--- src/rtl/mem_access.sv ---
// MEM stage: data-bus req/ack transaction, upstream stall, load alignment
// and extension, registered writeback bundle toward WB.
module mem_access #(
  parameter int unsigned TIMEOUT = 255,
  parameter int unsigned CNT_W   = 8
) (
  input  logic        clk,
  input  logic        rst,
  input  logic [4:0]  EX_rd,
  input  logic [31:0] EX_x_rd,
  input  logic        EX_x_rd_vld,
  input  logic [31:0] EX_MEM_addr,
  input  logic [3:0]  EX_MEM_rden,
  input  logic        EX_MEM_rden_SEXT,
  input  logic [3:0]  EX_MEM_wren,
  input  logic [31:0] EX_MEM_wrdata,
  output logic        mem_stall,
  output logic        dbus_req,
  output logic        dbus_we,
  output logic [31:0] dbus_addr,
  output logic [3:0]  dbus_be,
  output logic [31:0] dbus_wdata,
  input  logic        dbus_ack,
  input  logic [31:0] dbus_rdata,
  output logic [4:0]  MEM_rd,
  output logic [31:0] MEM_x_rd,
  output logic        MEM_x_rd_vld,
  output logic        MEM_err
);

  typedef enum logic {IDLE, WAIT} state_t;

  state_t      state_q;
  logic [CNT_W-1:0] cnt_q;
  logic        req_q, we_q, vld_q, err_q;
  logic [31:0] addr_q, wdata_q, x_q;
  logic [3:0]  be_q;
  logic [4:0]  rd_q;

  logic        op, timeout_hit, rden_bad, ext;
  logic [31:0] load_data;
  logic        unused_addr;

  assign unused_addr = ^EX_MEM_addr[1:0];

  assign op = (|EX_MEM_rden) | (|EX_MEM_wren);

  assign timeout_hit = (TIMEOUT != 0) && (state_q == WAIT) && !dbus_ack
                    && (cnt_q == CNT_W'(TIMEOUT - 1));

  assign mem_stall = ((state_q == IDLE) & op)
                   | ((state_q == WAIT) & ~dbus_ack & ~timeout_hit);

  always_comb begin
    load_data = '0;
    rden_bad  = 1'b0;
    ext       = 1'b0;
    case (EX_MEM_rden)
      4'b1111: load_data = dbus_rdata;
      4'b0011: begin
        ext       = EX_MEM_rden_SEXT & dbus_rdata[15];
        load_data = {{16{ext}}, dbus_rdata[15:0]};
      end
      4'b1100: begin
        ext       = EX_MEM_rden_SEXT & dbus_rdata[31];
        load_data = {{16{ext}}, dbus_rdata[31:16]};
      end
      4'b0001: begin
        ext       = EX_MEM_rden_SEXT & dbus_rdata[7];
        load_data = {{24{ext}}, dbus_rdata[7:0]};
      end
      4'b0010: begin
        ext       = EX_MEM_rden_SEXT & dbus_rdata[15];
        load_data = {{24{ext}}, dbus_rdata[15:8]};
      end
      4'b0100: begin
        ext       = EX_MEM_rden_SEXT & dbus_rdata[23];
        load_data = {{24{ext}}, dbus_rdata[23:16]};
      end
      4'b1000: begin
        ext       = EX_MEM_rden_SEXT & dbus_rdata[31];
        load_data = {{24{ext}}, dbus_rdata[31:24]};
      end
      default: rden_bad = |EX_MEM_rden;
    endcase
  end

  always_ff @(posedge clk or posedge rst) begin
    if (rst) begin
      state_q <= IDLE;
      cnt_q   <= '0;
      req_q   <= 1'b0;
      we_q    <= 1'b0;
      addr_q  <= '0;
      be_q    <= '0;
      wdata_q <= '0;
      rd_q    <= '0;
      x_q     <= '0;
      vld_q   <= 1'b0;
      err_q   <= 1'b0;
    end else begin
      err_q <= 1'b0;
      case (state_q)
        IDLE: begin
          if (op) begin
            req_q   <= 1'b1;
            we_q    <= |EX_MEM_wren;
            addr_q  <= {EX_MEM_addr[31:2], 2'b00};
            be_q    <= (|EX_MEM_wren) ? EX_MEM_wren : EX_MEM_rden;
            wdata_q <= EX_MEM_wrdata;
            vld_q   <= 1'b0;
            err_q   <= (|EX_MEM_wren) & (|EX_MEM_rden);
            cnt_q   <= '0;
            state_q <= WAIT;
          end else begin
            rd_q  <= EX_rd;
            x_q   <= EX_x_rd;
            vld_q <= EX_x_rd_vld;
          end
        end
        WAIT: begin
          if (dbus_ack) begin
            req_q   <= 1'b0;
            state_q <= IDLE;
            rd_q    <= EX_rd;
            vld_q   <= EX_x_rd_vld;
            if (we_q) begin
              x_q <= EX_x_rd;
            end else begin
              x_q   <= load_data;
              err_q <= rden_bad;
            end
          end else if (timeout_hit) begin
            // abort: no writeback, flag the error
            req_q   <= 1'b0;
            state_q <= IDLE;
            vld_q   <= 1'b0;
            err_q   <= 1'b1;
          end else begin
            cnt_q <= cnt_q + 1'b1;
          end
        end
      endcase
    end
  end

  assign dbus_req     = req_q;
  assign dbus_we      = we_q;
  assign dbus_addr    = addr_q;
  assign dbus_be      = be_q;
  assign dbus_wdata   = wdata_q;
  assign MEM_rd       = rd_q;
  assign MEM_x_rd     = x_q;
  assign MEM_x_rd_vld = vld_q;
  assign MEM_err      = err_q;

endmodule

--- config.mk ---
export PLATFORM = sky130hd
export DESIGN_NAME = mem_access
export DESIGN_NICKNAME = d
export VERILOG_FILES = /design/src/rtl/mem_access.sv
export SDC_FILE = /design/constraint.sdc
export NUM_CORES = 1
export LEC_CHECK = 0
export BUFFER_PORTS_ARGS = -buffer_cell sky130_fd_sc_hd__buf_2
export CORE_MARGIN = 3
export CORE_UTILIZATION = 30
export DETAILED_ROUTE_END_ITERATION = 8
export PLACE_DENSITY = 0.54
export SYNTH_ARGS = -nofsm -noshare
export SYNTH_HDL_FRONTEND = slang
export SYNTH_SLANG_ARGS = --single-unit
--- constraint.sdc ---
create_clock -name clk -period 4 [get_ports clk]
set_input_delay 1 -clock clk [delete_from_list [all_inputs] [get_ports clk]]
set_output_delay 1 -clock clk [all_outputs]
set_load 0.03 [all_outputs]
After elaboration in Yosys (flattened, before gate mapping)

Index checks and enable logic that the tools add are counted.

Register bits: 116
Logic and storage cells: 79
Input bits: 146

Reductions and logical operators: 10
Bitwise operators: 13
Muxes and demuxes: 30
Equal/unequal tests: 14
Add/subtract/negate cells: 1

Operator list:

| cell                | count |
|---|---|
| $pmux 32 s7         | 1 |
| $mux 32             | 3 |
| $pmux 32 s2         | 1 |
| $mux 8              | 3 |
| $pmux 8 s2          | 1 |
| $mux 1              | 13 |
| $eq 4x4->1 const B  | 3 |
| $mux 5              | 2 |
| $ne 2x2->1 const B  | 5 |
| $pmux 5 s2          | 1 |
| $add 8x1->8 const B | 1 |
| $and 1x1->1         | 8 |
| $eq 4x2->1 const B  | 2 |
| $eq 8x8->1 const B  | 1 |
| $pmux 1 s2          | 4 |
| $reduce_or 4->1     | 2 |
| $reduce_or 7->1     | 1 |
| $reduce_and 2->1    | 3 |
| $eq 4x1->1 const B  | 1 |
| $eq 4x3->1 const B  | 1 |
| $mux 4              | 1 |
| $ne 3x2->1 const B  | 1 |
| $not 1->1           | 3 |
| $reduce_and 3->1    | 1 |
| 3 further kinds     | 5 |

Logic depth before layout (Yosys ltp)

Gate-level depths: netlist of run 1.

Depth in word-level cells: 6
Mapped depth: 8
Mapped depth without buffers: 7

Worst setup path after synthesis of run 1

OpenSTA, ideal clock, no wires.

Path kind: input to output
Start: input EX_MEM_rden[3]
End: output mem_stall
Arrival: 2.137 ns
Stages on the path: 6
Buffers on the path: 2
Slack: 0.863 ns
Data required time: 3.000 ns
Path through: buf_2 > nor2_2 > a21o_1 > o21ai_2 > buf_2 > nand2b_1

Cells in the longest elaborated chain, start to end: 4

Ends and longest elaborated chain:

| element            | line | text |
|---|---|---|
| start: declaration | 13   | `input logic [3:0] EX_MEM_rden,` |
| $reduce_or 4->1    | 46   | `assign op = (\|EX_MEM_rden) \| (\|EX_MEM_wren);` |
| $or 1x1->1         | 46   |  |
| $and 1x1->1        | 51   | `assign mem_stall = ((state_q == IDLE) & op)` |
| $or 1x1->1         | 52   | `\| ((state_q == WAIT) & ~dbus_ack & ~timeout_hit);` |
| end: declaration   | 17   | `output logic mem_stall,` |

Every way passes these cells.

Final worst setup path of run 1

Start: input EX_MEM_rden[2]
End: output mem_stall

The elaborated chain is that of the path after synthesis.

==> reports/results.ini, run 1 <==
[sta]
drv_slew=0
setup_violations=0
timing.final.ws_setup_ps=705
relSlewSlack_pct=34.4
skew_ps=7.71
rsz0062_at_grt=false
fmax_ghz=0.304
hold_ws_ps=477
hold_viol_final=0
period_minus_slack_ps=3290
worst_slew_pin_slew_ps=984
period_share_pct=82.4
tns_ps=0

[power]
vdd.ir_drop.worst_mv=0.310
p_leak_nw=3.54
cellPowerDensity_mw_per_mm2=860

[setup_path]
path_class=in -> out
critPathMaxFanout=16
cp.arrival_ps=2290
r2r-start=state_q
startpoint=EX_MEM_rden[2]
worstRegToRegCells=5
cp-end-kind=primary output
worstSetupStartpointType=input pin
critPathRequiredTime_ps=3000

[layout]
final_nets=908
area_delta_synth_final_pct=35.7
fillers=1814
drive_above_1_share_pct=40.4
fin_util_pct=41.9
fin_area_sq_mm=0.00760

[synthesis]
ys_seq_area_share_pct=51.8
synth_cell_types=58
yosys-top-cells-area=dfrtp_1 52%, mux2_1 14%, nand2_1 5.6%, a31oi_1 3.0%, nor2_1 2.3%
synth_compound_area_share_pct=15.5
yosys.area.top_type=dfrtp_1
synthCells=517
synth_ff_type=dfrtp_1
syn_avg_cell_area_sq_um=10.8
synth_edf_count=0
synthSimpleGateAreaFrac_pct=13.4
synth_adder_area_share_pct=0.447
synth_top_area_share_pct=51.8
ys_warn_count=0
synth-seq-cells=116
synthesis.area_sq_mm=0.00560
synth-xor-area-share_pct=0.469
ys_async_sr_fraction_pct=100
synthMuxAreaShare_pct=14.0
synth_top_family_by_area=compound AO/OA/AOI/OAI gates

[die]
core.rowCount=49
ios=256
fp.dieH_microns=143
fp.dieArea_sq_mm=0.0203
start_util_pct=30.9
die_width_microns=143
core_area_sq_mm=0.0181

[cts]
clk_pin_slew_ps=60
cts.sinks=116
cts_buffers=17
htree_num_levels=4
clk_latency_ps=410
cts_resized=0
cts.path.max_buffers=2
postCtsSetupBuffers=0
cts_root_buf=clkbuf_16
hold_buffers=0
cts_tree=yes

[run_status]
outcome=finished clean

[global_route]
track_usage_pct=16.3
grt_max_degree=79
grt_pass1_vias=4553
grt_antenna_before_repair=1
grt_pass1_wl_microns=25700
grt.overflow.total=0

[placed_design]
post-dp-hpwl_microns=12600
pre_cts_slack_ps=707
dpl_cell_area_sq_mm=0.00704
io_buffers=251
gp_congestion=0.848

[detailed_routing]
num_vias=4864
first_pass_iters=5
vias_per_cell=4.85
drt_iter0_markers=331
ant_nets=0
drt-total-wl_microns=16900
wl_per_cell_microns=16.9
drcViolationCount=0

[hold_path]
hp-start=dbus_wdata[26]
holdPathStages=1
holdCritPathClass=reg -> reg

[job]
max-cap-violations=0

[metrics by stage]
step	power, mW	cells
global placement	5.13	970
CTS	6.65	1001
floorplan	4.21	518
detailed placement	5.17	970
global route	6.96	1002
finish	6.54	1002
[cells in the mapped netlist (2+ instances only)]
master / n
and2_1: 5
o22a_1: 6
a22oi_1: 13
nor3_1: 4
nand3b_1: 4
or3_1: 2
mux2_1: 68
nand2_1: 84
nor2_2: 2
nand2b_1: 3
nand3_1: 4
nor2_1: 35
a31oi_1: 27
nand4_1: 2
o21a_1: 3
clkbuf_1: 7
a31oi_2: 4
o21ai_1: 18
buf_4: 4
buf_6: 4
nor2b_1: 2
xnor2_1: 3
buf_2: 23
ha_1: 2
a21o_1: 9
a32oi_1: 2
inv_1: 5
dfrtp_1: 116
a32o_1: 6
o21ai_0: 7
a21oi_1: 16
[area by class of cell]
type | instances | area, sq um | share of cell area [%]
Sequential cell | 116 | 2900 | 38.2
Multi-Input combinational cell | 359 | 2480 | 32.6
Timing Repair Buffer | 261 | 1360 | 17.8
Clock buffer | 17 | 425 | 5.60
Tap cell | 229 | 287 | 3.77
Clock inverter | 14 | 128 | 1.68
Inverter | 5 | 22.5 | 0.296
Antenna cell | 1 | 2.50 | 0.0329
[kinds of logic after synthesis]
group | count (synthesis)
flip-flops | 116
XOR/XNOR | 3
AO/OA/AOI/OAI | 123
adder cells (fa/ha/maj) | 2
other | 1
multiplexers | 70
AND/OR/NAND/NOR | 159
buffers and inverters | 43
[layer usage]
layer	wire length [microns]	share of wire, %	track usage, %	up-vias
li1	-	-	-	2340
met1	7630	45	22.2	2328
met2	8020	47	25.5	173
met3	921	5.4	3.75	23
met4	357	2.1	6.25	0
met5	0	0	0	-
[critical path, cell delays in order]
cell and delay, ps:
buf_2 200, nor2_2 330, a21o_1 280, o21ai_4 80, nand2b_1 160, buf_2 230
[power breakdown]
part           internal (mW)  switching, mW
clock network          0.855          0.593
logic                  0.982           2.09
registers               1.74          0.271
total                   3.58           2.96
[layout by cell type (no fill, tap or decap), types with 5 or more instances in the layout]
| cell type | n |
|---|---|
| a21oi_1 | 16 |
| a31oi_1 | 27 |
| mux2_1 | 68 |
| clkbuf_16 | 17 |
| buf_2 | 251 |
| a22oi_1 | 13 |
| a32o_1 | 6 |
| buf_4 | 8 |
| o21ai_1 | 18 |
| clkinvlp_4 | 5 |
| a21o_1 | 9 |
| o21ai_0 | 7 |
| nor2_1 | 35 |
| o22a_1 | 6 |
| dfrtp_1 | 116 |
| nand2_1 | 84 |
[path summary, 6_finish.rpt]
| check | slack (ps) | end |
|---|---|---|
| setup / recovery | 710 | mem_stall |
| hold / removal | 480 | dbus_wdata[26] |
| setup reg to reg | 1710 | MEM_x_rd[23] |
| hold reg to reg | 480 | dbus_wdata[26] |
| max in group asynchronous | 2360 | dbus_wdata[25] |
| min in group asynchronous | 740 | dbus_wdata[27] |
[sequential cells by signal, indices dropped and copies added, names as in the netlist]
signal and count:
MEM_x_rd 32, state_q 1, MEM_err 1, cnt_q 8
dbus_we 1, MEM_x_rd_vld 1, dbus_req 1, MEM_rd 5
dbus_be 4, dbus_addr 30, dbus_wdata 32
No activity file was read; power rests on OpenSTA's default activity.
==> inputs of run 2 (changes only) <==
--- a/config.mk
+++ b/config.mk
@@ -5,11 +5,12 @@
 export SDC_FILE = /design/constraint.sdc
 export NUM_CORES = 1
 export LEC_CHECK = 0
+export ABC_AREA = 1
 export BUFFER_PORTS_ARGS = -buffer_cell sky130_fd_sc_hd__buf_2
 export CORE_MARGIN = 3
 export CORE_UTILIZATION = 30
 export DETAILED_ROUTE_END_ITERATION = 8
-export PLACE_DENSITY = 0.54
+export PLACE_DENSITY = 0.53
 export SYNTH_ARGS = -nofsm -noshare
 export SYNTH_HDL_FRONTEND = slang
 export SYNTH_SLANG_ARGS = --single-unit
==> constraint.sdc (replaced) <==
create_clock -name clk -period 2.7 [get_ports clk]
set_input_delay 0.675 -clock clk [delete_from_list [all_inputs] [get_ports clk]]
set_output_delay 0.675 -clock clk [all_outputs]
set_load 0.03 [all_outputs]
==> run 2 against run 1 <==
- worst setup slack lost 320 ps
- global-route usage up 1.1 points
- non-clock buffer count increased by 3
- sequential power rose by 51%
- combinational power increased by 70%
- core utilization fell by 0.83 points
- clock skew rose by 6.3 ps
==> reports/results.ini, run 2 <==
[sta]
drv_slew=0
rsz0062_at_grt=false
worst_slew_pin_slew_ps=990
fmax_ghz=0.432
tns_ps=0
setup_violations=0
period_share_pct=85.8
hold_viol_final=0
skew_ps=14.0
relSlewSlack_pct=33.9
period_minus_slack_ps=2320

[synthesis]
synth_ff_type=dfrtp_1
yosys-top-cells-area=dfrtp_1 46%, nand2_1 22%, inv_1 8.0%, nor2_1 7.4%, nand3_1 4.7%
yosys-top-cells-count=367 x nand2_1, 135 x inv_1, 125 x nor2_1, 116 x dfrtp_1, 59 x nand3_1
synth_cell_types=32
synth.most_common_cell=nand2_1
yosys.area.top_type=dfrtp_1
synthesis.area_sq_mm=0.00634
synth_edf_count=0
synthCells=917
ys_async_sr_fraction_pct=100
syn_avg_cell_area_sq_um=6.92
synth_top_area_share_pct=45.8
synth-seq-cells=116
ys_warn_count=0
ys_seq_area_share_pct=45.8

[global_route]
grt.overflow.total=0
grt_max_degree=117
grt_antenna_before_repair=5
track_usage_pct=17.4
grt_pass1_wl_microns=30800
grt_most_used_layer=met2
global_route.usage.met1_pct=22.5
grt_pass1_vias=5800
use_met2_pct=27.2
use_met3_pct=6.37

[setup_path]
cp.arrival_ps=1640
worst_path_largest_cell_delay_ps=420
path_class=reg -> out
slowest_stage=dfrtp_1
crit_chain=nand2_1 > nor2_1 > nand4_1 > nand2_1 > nand2_1 > buf_2
worstSetupStartpointType=register
crit_top_cell=nand2_1
cp_top_family=simple AND/OR/NAND/NOR gates
critPathMaxFanout=5
cp-end-kind=primary output
critPathBufInv=1
critPathRequiredTime_ps=2030

[die]
die_width_microns=151
fp.dieArea_sq_mm=0.0229
start_util_pct=31.0
core.rowCount=52
fp.dieH_microns=151
ios=256
core_area_sq_mm=0.0205

[cts]
hold_buffers=0
cts_tree=yes
cts_resized=0
cts.path.max_buffers=2
cts_root_buf=clkbuf_16
cts_buffers=17
postCtsSetupBuffers=0
clk_pin_slew_ps=60
htree_num_levels=4
clk_latency_ps=420
cts.sinks=116

[job]
max-cap-violations=0

[hold_path]
holdCritPathClass=in -> async

[layout]
fin_util_pct=41.1
final_common_cell=nand2_1
fillers=2224
final_nets=1308
area_delta_synth_final_pct=32.6
drive_above_1_share_pct=28.2
final_cell_mix=367 x nand2_1, 251 x buf_2, 134 x inv_1, 125 x nor2_1, 116 x dfrtp_1

[detailed_routing]
drcViolationCount=0
drt_iter0_markers=312
first_pass_iters=5
ant_nets=0
drt-total-wl_microns=20100
vias_per_cell=4.24
wl_per_cell_microns=13.9
num_vias=6120

[power]
p_leak_nw=5.14
finalPower_mw=10.7
vdd.ir_drop.worst_mv=0.578
cellPowerDensity_mw_per_mm2=1270

[placed_design]
post-dp-hpwl_microns=14400
io_buffers=251
gp_congestion=0.848

[run_status]
outcome=finished clean

## run 2: cell types whose count changed in the layout (fill, tap and decap cells not counted), moves of 7 or more
cell      previous run  this run
nand2_1             84       367
inv_1                4       134
nor2_1              35       125
mux2_1              68         0
nand3_1              4        59
a31oi_1             27         0
a21oi_2              1        17
o21ai_1             18         2
a22oi_1             13         0
a21o_1               9         0
a21oi_1             16         7
a21boi_1             0         7
## run 2: worst reg2reg max path: cells and delay by family, from the launching register on
kind,cells,cell delay (ps)
buffers and inverters,3,780
AND/OR/NAND/NOR,4,490
flip-flops,1,410
## run 2: cell type report
class	count	area [sq um]	share of cell area (%)
clock inverter	15	181	2.16
timing repair buffer	264	1380	16.4
clock buffer	17	425	5.06
inverter	140	531	6.31
multi-input combinational	621	2650	31.5
sequential	116	2900	34.5
antenna	1	2.50	0.0297
tap	270	338	4.02
## run 2: cells by family after synthesis
group	after synthesis	share of synthesized area, %
buffers and inverters	181	12.5
XOR/XNOR	5	0.690
AO/OA/AOI/OAI	42	4.69
AND/OR/NAND/NOR	570	35.9
adder cells (fa/ha/maj)	2	0.394
other	1	0.0591
flip-flops	116	45.8
## run 2: through the flow
step | area, sq um | std cells | setup slack (ps) | hold WS (ps)
final | 8410 | 1444 | 385 | 363
after detailed placement | 7800 | 1411 | 91.3 | 453
after global placement | 7800 | 1411 | 111 | 450
after global routing | 8410 | 1444 | 158 | 438
after CTS | 8410 | 1443 | 349 | 428
after floorplan | 6350 | 918 | 462 | 508
## run 2: power by group
group | switching [mW] | leakage [nW] | internal, mW | total [mW]
clock | 0.963 | 0.294 | 1.40 | 2.37
sequential | 0.456 | 1.40 | 2.59 | 3.05
combinational | 3.78 | 3.45 | 1.47 | 5.24
## run 2: worst paths after layout
kind	to	cells after the start	slack [ps]	startpoint
min in group clk	dbus_wdata[15]	3	450	EX_MEM_wrdata[15]
min reg2reg	dbus_wdata[7]	2	460	dbus_wdata[7]
max	mem_stall	6	380	cnt_q[3]
min	MEM_x_rd[12]	3	360	rst
max reg2reg	cnt_q[3]	7	940	state_q
max in group asynchronous	dbus_wdata[4]	3	1720	rst
## run 2: routing by layer
metal	routed length, microns	vias up
met3	1820	24
met5	54	-
met1	8890	2681
met4	275	8
met2	9050	211
li1	-	3196
